### config.mk
export PLATFORM = sky130hd
export DESIGN_NAME = nibble_serial_incr_ctrl
export DESIGN_NICKNAME = d
export VERILOG_FILES = /design/src/rtl/nibble_serial_incr_ctrl.sv
export SDC_FILE = /design/constraint.sdc
export NUM_CORES = 1
export LEC_CHECK = 0
export ABC_AREA = 1
export CAP_MARGIN = 20
export CORE_UTILIZATION = 53
export CTS_BUF_LIST = sky130_fd_sc_hd__clkbuf_4
export DETAILED_ROUTE_END_ITERATION = 10
export PLACE_DENSITY_LB_ADDON = 0.08
export SLEW_MARGIN = 20
export SYNTH_ARGS = -nofsm -noshare
export SYNTH_HDL_FRONTEND = slang
export SYNTH_SLANG_ARGS = --single-unit
### constraint.sdc
create_clock -name clk -period 2.72 [get_ports clk]
set_clock_uncertainty 0.05 [all_clocks]
set_input_delay 0.408 -clock clk [delete_from_list [all_inputs] [get_ports clk]]
set_output_delay 0.408 -clock clk [all_outputs]
set_load 0.02 [all_outputs]
### src/rtl/nibble_serial_incr_ctrl.sv
// Wide +1 built from one 4-bit incrementer slice reused over several cycles,
// LSB nibble first. Define NIBBLE_INCR_EARLY_EXIT_EN to stop once the carry dies.
module nibble_serial_incr_ctrl #(
  parameter int WIDTH = 16
) (
  input  logic             clk,
  input  logic             rst_n,
  input  logic             in_valid,
  output logic             in_ready,
  input  logic [WIDTH-1:0] operand,
  input  logic             clear,
  output logic             out_valid,
  input  logic             out_ready,
  output logic [WIDTH-1:0] result,
  output logic             carryOutput,
  output logic             busy,
  output logic [1:0]       o_dbg_state
);

  localparam int NUM_NIB = WIDTH / 4;
  localparam int IDX_W   = (NUM_NIB > 1) ? $clog2(NUM_NIB) : 1;
  localparam logic [IDX_W-1:0] LAST_IDX = IDX_W'(NUM_NIB - 1);

  typedef enum logic [1:0] {
    ST_IDLE = 2'd0,
    ST_RUN  = 2'd1,
    ST_DONE = 2'd2
  } state_t;

  // Handshakes: a transfer happens on a rising edge where valid && ready.
  // in_ready is high only in IDLE; out_valid is high only in DONE, and the
  // result is held stable until out_ready. clear overrides both.

  state_t           r_state;
  state_t           w_state_nxt;
  logic [WIDTH-1:0] r_work;
  logic [WIDTH-1:0] w_work_nxt;
  logic [IDX_W-1:0] r_idx;
  logic             r_carry;
  logic             w_carry_nxt;
  logic [WIDTH-1:0] r_result;
  logic             r_carry_out;
  logic [3:0]       w_nib;
  logic [3:0]       w_slice_sum;
  logic             w_slice_co;
  logic             w_last;
  logic             w_exit;
  logic             w_accept;
  logic             w_finish;

  // Single shared slice: select nibble r_idx, add one, write it back only
  // while the rippled carry is still alive.
  always_comb begin
    w_nib = '0;
    for (int n = 0; n < NUM_NIB; n++) begin
      if (r_idx == IDX_W'(n)) begin
        w_nib = r_work[n*4 +: 4];
      end
    end
    {w_slice_co, w_slice_sum} = {1'b0, w_nib} + 5'd1;
    w_work_nxt  = r_work;
    w_carry_nxt = r_carry;
    if (r_carry) begin
      for (int n = 0; n < NUM_NIB; n++) begin
        if (r_idx == IDX_W'(n)) begin
          w_work_nxt[n*4 +: 4] = w_slice_sum;
        end
      end
      w_carry_nxt = w_slice_co;
    end
  end

  assign w_last = (r_idx == LAST_IDX);

`ifdef NIBBLE_INCR_EARLY_EXIT_EN
  assign w_exit = w_last || !w_carry_nxt;
`else
  assign w_exit = w_last;
`endif

  always_comb begin
    w_state_nxt = r_state;
    w_accept    = 1'b0;
    w_finish    = 1'b0;
    if (clear) begin
      w_state_nxt = ST_IDLE;
    end else begin
      case (r_state)
        ST_IDLE: begin
          if (in_valid) begin
            w_accept    = 1'b1;
            w_state_nxt = ST_RUN;
          end
        end
        ST_RUN: begin
          if (w_exit) begin
            w_finish    = 1'b1;
            w_state_nxt = ST_DONE;
          end
        end
        ST_DONE: begin
          if (out_ready) begin
            w_state_nxt = ST_IDLE;
          end
        end
        default: w_state_nxt = ST_IDLE;
      endcase
    end
  end

  always_ff @(posedge clk or negedge rst_n) begin
    if (!rst_n) begin
      r_state <= ST_IDLE;
    end else begin
      r_state <= w_state_nxt;
    end
  end

  always_ff @(posedge clk or negedge rst_n) begin
    if (!rst_n) begin
      r_work      <= '0;
      r_idx       <= '0;
      r_carry     <= 1'b0;
      r_result    <= '0;
      r_carry_out <= 1'b0;
    end else begin
      if (w_accept) begin
        r_work  <= operand;
        r_idx   <= '0;
        r_carry <= 1'b1;
      end else if (r_state == ST_RUN && !clear) begin
        r_work  <= w_work_nxt;
        r_carry <= w_carry_nxt;
        r_idx   <= r_idx + 1'b1;
      end
      // Result registers only move on the finishing edge, so a clear leaves
      // the previous result visible.
      if (w_finish) begin
        r_result    <= w_work_nxt;
        r_carry_out <= w_carry_nxt;
      end
    end
  end

  assign in_ready    = (r_state == ST_IDLE);
  assign out_valid   = (r_state == ST_DONE);
  assign busy        = (r_state == ST_RUN) || (r_state == ST_DONE);
  assign result      = r_result;
  assign carryOutput = r_carry_out;
  assign o_dbg_state = r_state;

endmodule

==> summary.md, run 1 <==
| Metric | Value |
|---|---|
| Outcome | finished, final reports clean |
| Final hold violations | 0 |
| Worst Path Arrival | about 2.5 ns |
| Via-to-Cell Ratio | 5.109 |
| Pre-CTS setup slack | 0.4844 ns |
| Reg2reg end | r_work[10] |
| Maximum vdd ir drop | approximately 0.67 mV |
| Hpwl dp | 3533 um |
| Max Cap Viol | 0 |
| Worst Path Max Fanout | 8 |
| Worst Setup End Kind | flop |
| Initial core utilization | 56.82% |
| Total track usage | a little over a quarter |
| Row count | 22 |
| Most frequent CP cell | nand2_1 |
| Final setup vio count | 0 |
| Routed via count | 1,921 |
| Required @ worst endpoint | 2.93 ns |
| Post-route minimum period | 2.279 ns |
| H-tree depth | 2 |
| First drt pass iteration count | 4 |
| CP max stage delay | about 0.45 ns |
| Cell Pwr Density | 1093 mW/mm^2 |
| CTS max path bufs | 2 |
| Initial antenna violation count | 0 |
| Total grt overflow | 0 |
| RSZ-0062 raised after global routing | false |
| Post-placement cell count | 368 |
| Later-pin clock latency in the skew report | between 0.3 and 0.4 ns |
| Total Wirelength | 5016 um |
| Ant diodes | 0 |
| Setup Buffers After CTS | 0 |
| Final nets | 357 |
| Static Leak | 1.366 nW |
| Register clock-pin slew on the reported worst setup and hold paths | 0.12 ns |
| Gpl congestion | 0.8754 |
| CTS buffer count | 5 |
| Worst-case reg-to-reg path depth | 12 |
| Synth Cell Area | about 0.0021 sq mm |
| Die ar. | 0.004271 sq mm |
| Vias in the first global route | 1,881 |
| Fraction of layout cells with a size suffix above 1 | between 6 and 7% |
| Beginning of the critical path | r_idx[0] |
| Multi-input gate area | 0.001005 sq mm |
| Slew margin rel. | 43.97% |
| Slowest CP cell | dfrtp_1 |
| Slew Viols, Final | 0 |
| CORE AREA | 0.003744 sq mm |
| Worst setup margin | 0.4412 ns |
| HP Class | primary input to async pin |
| Fmax | 0.4388 GHz |
| Initial DRC Count | roughly 160 |
| Number of gates resized after CTS | 0 |
| Pin count of the biggest net entering global routing | 39 |
| CP top delay family | adder cells |
| R2R Path Start | r_idx[0] |
| Chip width | 65.35 um |
| Yosys reg bits | 38 |
| Worst path bufs/invs | 2 |
| Final Cycle Share | a little over four fifths |
| Mapped Cells | roughly 280 |
| Syn Area/Cell | around 7.5 sq um |
| Drt wl/cell | 13.34 um |
| CP Cell Sequence | inv_1, ha_1, inv_1, nor2_1, nor2_1, nand2_1, nand2_1, ha_1, xnor2_2, o21ai_1, nand2_1, nand2_1 |
| Worst Tran Pin Value | 0.8405 ns |
| CTS sink cnt | 38 |
| Net Count, Synth | 313 |
| Reg2Reg Setup Slack | around 0.44 ns |
| CTS Root Cell | clkbuf_4 |
| Synth warnings | 0 |
| # IOs | 43 |
| Critical Path Source Type | flop |
| Count of different cell masters after synthesis | 26 |
| # hold bufs at CTS | 0 |
| Antenna Nets Post-Route | 0 |
| Final cell count without fillers | approximately 380 |
| Fillers | between 300 and 400 |
| Register area share after synthesis | roughly 45% |
| Register area | around 950 sq um |
| Area grow syn2layout | 26.29% |
| Crit path kind | flop to flop |
| Setup_tns | 0 ns |
| I/O Buffers | 42 |
| DRC violations left | 0 |
| TritonCTS clock tree | yes |
| First-pass GRT wire length | 8714 um |
| Die height | 65.35 um |
-- cells in the mapped netlist (all sizes together) --
library cell    n  area share, %
a21boi          1           0.35
nand3          22            5.6
a21oi           9            2.6
nor2            8            1.9
ha              9            5.3
o211ai          3            1.1
buf             6            1.5
nand4           2           0.88
nand2         119             21
o221ai          1           0.41
clkbuf          2           0.35
inv            35            6.2
dfrtp          38             45
xnor2           2            1.2
o21ai          23            5.4
a22o            3            1.2
-- layout make-up --
cell class                      instances  area share, %
Inverter                               35          4.891
Multi-Input combinational cell        202          37.40
Sequential cell                        38          35.40
Timing Repair Buffer                   45          16.30
Clock buffer                            5          1.397
Tap cell                               48          2.236
Clock inverter                          3          2.375
-- worst max path at each step --
stage | cells past startpoint | end
6_report | 12 | r_work[10]
3_3_place_gp | 12 | r_work[10]
4_1_cts | 12 | r_work[10]
5_1_grt | 12 | result[10]
3_5_place_dp | 12 | result[10]
2_1_floorplan | 10 | result[14]
-- placed cells by master, fill, tap and decap left out, types with 3 or more instances in the layout --
| master | count |
|---|---|
| a21oi_1 | 8 |
| a22o_1 | 3 |
| buf_4 | 3 |
| clkbuf_4 | 5 |
| clkdlybuf4s50_1 | 41 |
| dfrtp_1 | 38 |
| ha_1 | 9 |
| inv_1 | 33 |
| nand2_1 | 117 |
| nand3_1 | 20 |
| nor2_1 | 6 |
| o211ai_1 | 3 |
| o21ai_0 | 18 |
| o21ai_1 | 5 |
-- kinds of logic after synthesis --
family | Yosys count | synth area share, %
AOI/OAI and AO/OA | 40 | 11.12
xor gates and xnor gates | 2 | 1.177
adders and majority gates | 9 | 5.294
buffers and inverters | 43 | 8.059
DFF | 38 | 44.71
and+or+nand+nor | 151 | 29.65
-- registers in the layout (all words and copies together), names as in the netlist --
name,count
r_idx,2
o_dbg_state,2
r_work,16
result,16
r_carry,1
carryOutput,1
-- power by group --
| group | internal, mW | switching, mW |
|---|---|---|
| Combinational | 0.606 | 0.905 |
| Sequential | 0.786 | 0.161 |
| Clock | 0.283 | 0.194 |
| Total | 1.68 | 1.26 |
-- per-layer routing --
| layer | track usage, % | wire, um |
|---|---|---|
| met5 | 0 | 0 |
| met4 | 10.87 | 72 |
| met3 | 5.382 | 318 |
| met2 | 42.40 | 2248 |
| met1 | 37.49 | 2377 |
-- stage by stage --
stage               instance area [sq um]  utilization (%)  power [mW]  hold WS, ns
floorplan                            2127                -       1.951      0.06241
global placement                     2585            69.05       2.432       0.4110
detailed placement                   2585            69.05       2.454       0.4144
CTS                                  2686            71.76       2.947       0.1126
global route                         2686            71.76       3.184       0.1482
finish                               2686            71.76       2.936       0.1003
Note: power is estimated with default switching activity, not from simulation.
==> run 2, diff against run 1 <==
==> constraint.sdc (replaced) <==
create_clock -name clk -period 2.2 [get_ports clk]
set_clock_uncertainty 0.05 [all_clocks]
set_input_delay 0.33 -clock clk [delete_from_list [all_inputs] [get_ports clk]]
set_output_delay 0.33 -clock clk [all_outputs]
set_load 0.02 [all_outputs]
==> summary.md, run 2 (synthesis results as in run 1) <==
| Metric | Value |
|---|---|
| Vias in the first global route | 1,995 (was 1,881) |
| Post-route minimum period | 2.122 ns |
| Area grow syn2layout | 26.65% (was 26.29%) |
| CP max stage delay | 0.59 ns (was 0.45 ns) |
| Fmax | around 0.47 GHz |
| Worst-case reg-to-reg path depth | 12 (unchanged) |
| Maximum vdd ir drop | 0.7935 mV (was 0.6731 mV) |
| Die ar. | 0.004271 sq mm (unchanged) |
| Final nets | 361 (was 357) |
| Beginning of the critical path | o_dbg_state[0] (was r_idx[0]) |
| Initial DRC Count | 143 (was 161) |
| Register clock-pin slew on the reported worst setup and hold paths | 0.11 ns (was 0.12 ns) |
| Initial antenna violation count | 0 (unchanged) |
| HP Class | primary input to async pin (unchanged) |
| Reg2reg end | r_work[2] (was r_work[10]) |
| Outcome | finished, final reports clean (unchanged) |
| Row count | 22 (unchanged) |
| I/O Buffers | 42 (unchanged) |
| Commonest non-fill, non-tap cell in the layout | nand2_1 (unchanged) |
| First drt pass iteration count | 4 (unchanged) |
| Slowest CP cell | clkdlybuf4s50_1 (was dfrtp_1) |
| Routed via count | 1,981 (was 1,921) |
| Required @ worst endpoint | 1.82 ns (was 2.93 ns) |
| Worst Setup End Kind | primary output (was flop) |
| Later-pin clock latency in the skew report | 0.35 ns (about the same) |
| Max Cap Viol | 0 (unchanged) |
| Chip width | 65.35 um (unchanged) |
| TritonCTS clock tree | yes (unchanged) |
| Fraction of layout cells with a size suffix above 1 | 8.761% (was 6.707%) |
| CORE AREA | 0.003744 sq mm (unchanged) |
| Reg2Reg Setup Slack | 0.15 ns (was 0.44 ns) |
| Slew margin rel. | 44.88% (was 43.97%) |
| Slew Viols, Final | 0 (unchanged) |
| Cell Pwr Density | 1300 mW/mm^2 (was 1093 mW/mm^2) |
| CP Cell Sequence | inv_1, ha_1, clkdlybuf4s50_1 (was inv_1, ha_1, inv_1, nor2_1, nor2_1, nand2_1, nand2_1, ha_1, xnor2_2, o21ai_1, nand2_1, nand2_1) |
| Pin count of the biggest net entering global routing | 39 (unchanged) |
| Total track usage | 28.62% (was 27.39%) |
| Antenna Nets Post-Route | 0 (unchanged) |
| H-tree depth | 2 (unchanged) |
| CP top delay family | buffers and inverters (was adder cells) |
| R2R Path Start | r_idx[0] (unchanged) |
| Final hold violations | 0 (unchanged) |
| Via-to-Cell Ratio | 5.227 (was 5.109) |
| Total Wirelength | 5220 um (was 5016 um) |
| Final total power | 3.502 mW (was 2.936 mW) |
| CTS Root Cell | clkbuf_4 (unchanged) |
| Worst Path Arrival | 1.74 ns (was 2.49 ns) |
| # hold bufs at CTS | 0 (unchanged) |
| Ant diodes | 0 (unchanged) |
| Placed cell area | 0.002608 sq mm (was 0.002585 sq mm) |
| Worst path bufs/invs | 2 (unchanged) |
| CTS buffer count | 5 (unchanged) |
| Total grt overflow | 0 (unchanged) |
| Drt wl/cell | 13.77 um (was 13.34 um) |
| Final setup vio count | 0 (unchanged) |
| Final Cycle Share | 96.48% |
| DRC violations left | 0 (unchanged) |
| CTS sink cnt | 38 (unchanged) |
| Initial core utilization | 56.82% (unchanged) |
| Worst Path Max Fanout | 5 (was 8) |
| Post-route cell area | 0.002694 sq mm (was 0.002686 sq mm) |
| CTS max path bufs | 2 (unchanged) |
| Critical Path Source Type | flop (unchanged) |
| Crit path kind | flop to primary output (was flop to flop) |
| Hpwl dp | 3728 um (was 3533 um) |
| First-pass GRT wire length | 9183 um (was 8714 um) |
| Worst Tran Pin Value | 0.8269 ns (was 0.8405 ns) |
| # IOs | 43 (unchanged) |
| Die height | 65.35 um (unchanged) |
| Min Hold Slack | 0.01690 ns (was 0.1003 ns) |
| Most frequent cells in the layout | nand2_1, clkdlybuf4s50_1, dfrtp_1, inv_1, nand3_1 (unchanged) |
| Gpl congestion | 0.8915 (was 0.8754) |
| Static Leak | 1.365 nW (was 1.366 nW) |
==> run 2: cell count changes in the layout (fill, tap and decap cells not counted) <==
cell,before,now
o21ai_1,5,6
bufinv_16,2,0
dfrtp_1,38,37
clkbuf_4,5,7
ha_1,9,7
dfrtp_2,0,1
clkinv_1,1,0
o21ai_0,18,17
buf_4,3,7
ha_4,0,2
==> run 2: repair_timing <==
item | 4_1_cts | 5_1_grt
resized for setup | 0 | 6
buffers inserted | 0 | 1
setup endpoints to repair | 0 | 16
==> run 2: metal layers <==
layer  global-route usage (%)  vias up  wire, um
li1                         -      984         -
met1                    37.10      922      2340
met2                    47.94       68      2485
met3                    4.514        7       324
met4                    10.87        0        68
met5                        0        -         0
==> run 2: worst max path at each step <==
stage / to / slack, ns / cells past startpoint
5_1_grt: r_work[1] / -0.009 / 12
3_3_place_gp: result[14] / 0.14 / 12
2_1_floorplan: result[14] / 0.27 / 10
6_report: busy / 0.08 / 3
3_5_place_dp: r_work[10] / 0.07 / 12
4_1_cts: r_work[2] / 0.04 / 12
==> run 2: cell type report <==
cell class	count	area, sq um
Timing Repair Buffer	49	467.9
Sequential cell	38	952.2
Inverter	35	131.4
Clock buffer	7	52.55
Multi-Input combinational cell	202	1030
Fill cell	348	1050
Tap cell	48	60.06
==> run 2: power breakdown <==
part / internal [mW] / switching [mW]
clock network: 0.145 / 0.219
logic: 0.793 / 1.16
registers: 0.975 / 0.214
==> run 2: per-stage QoR <==
step                util [%]    TNS, ns  setup WS [ns]  instances
finish                 71.96          0        0.07751        379
global route           71.96  -0.008958      -0.008958        379
CTS                    71.06          0        0.03534        378
detailed placement     69.65          0        0.07340        371
global placement       69.65          0         0.1429        371
floorplan                  -          0         0.2741        283
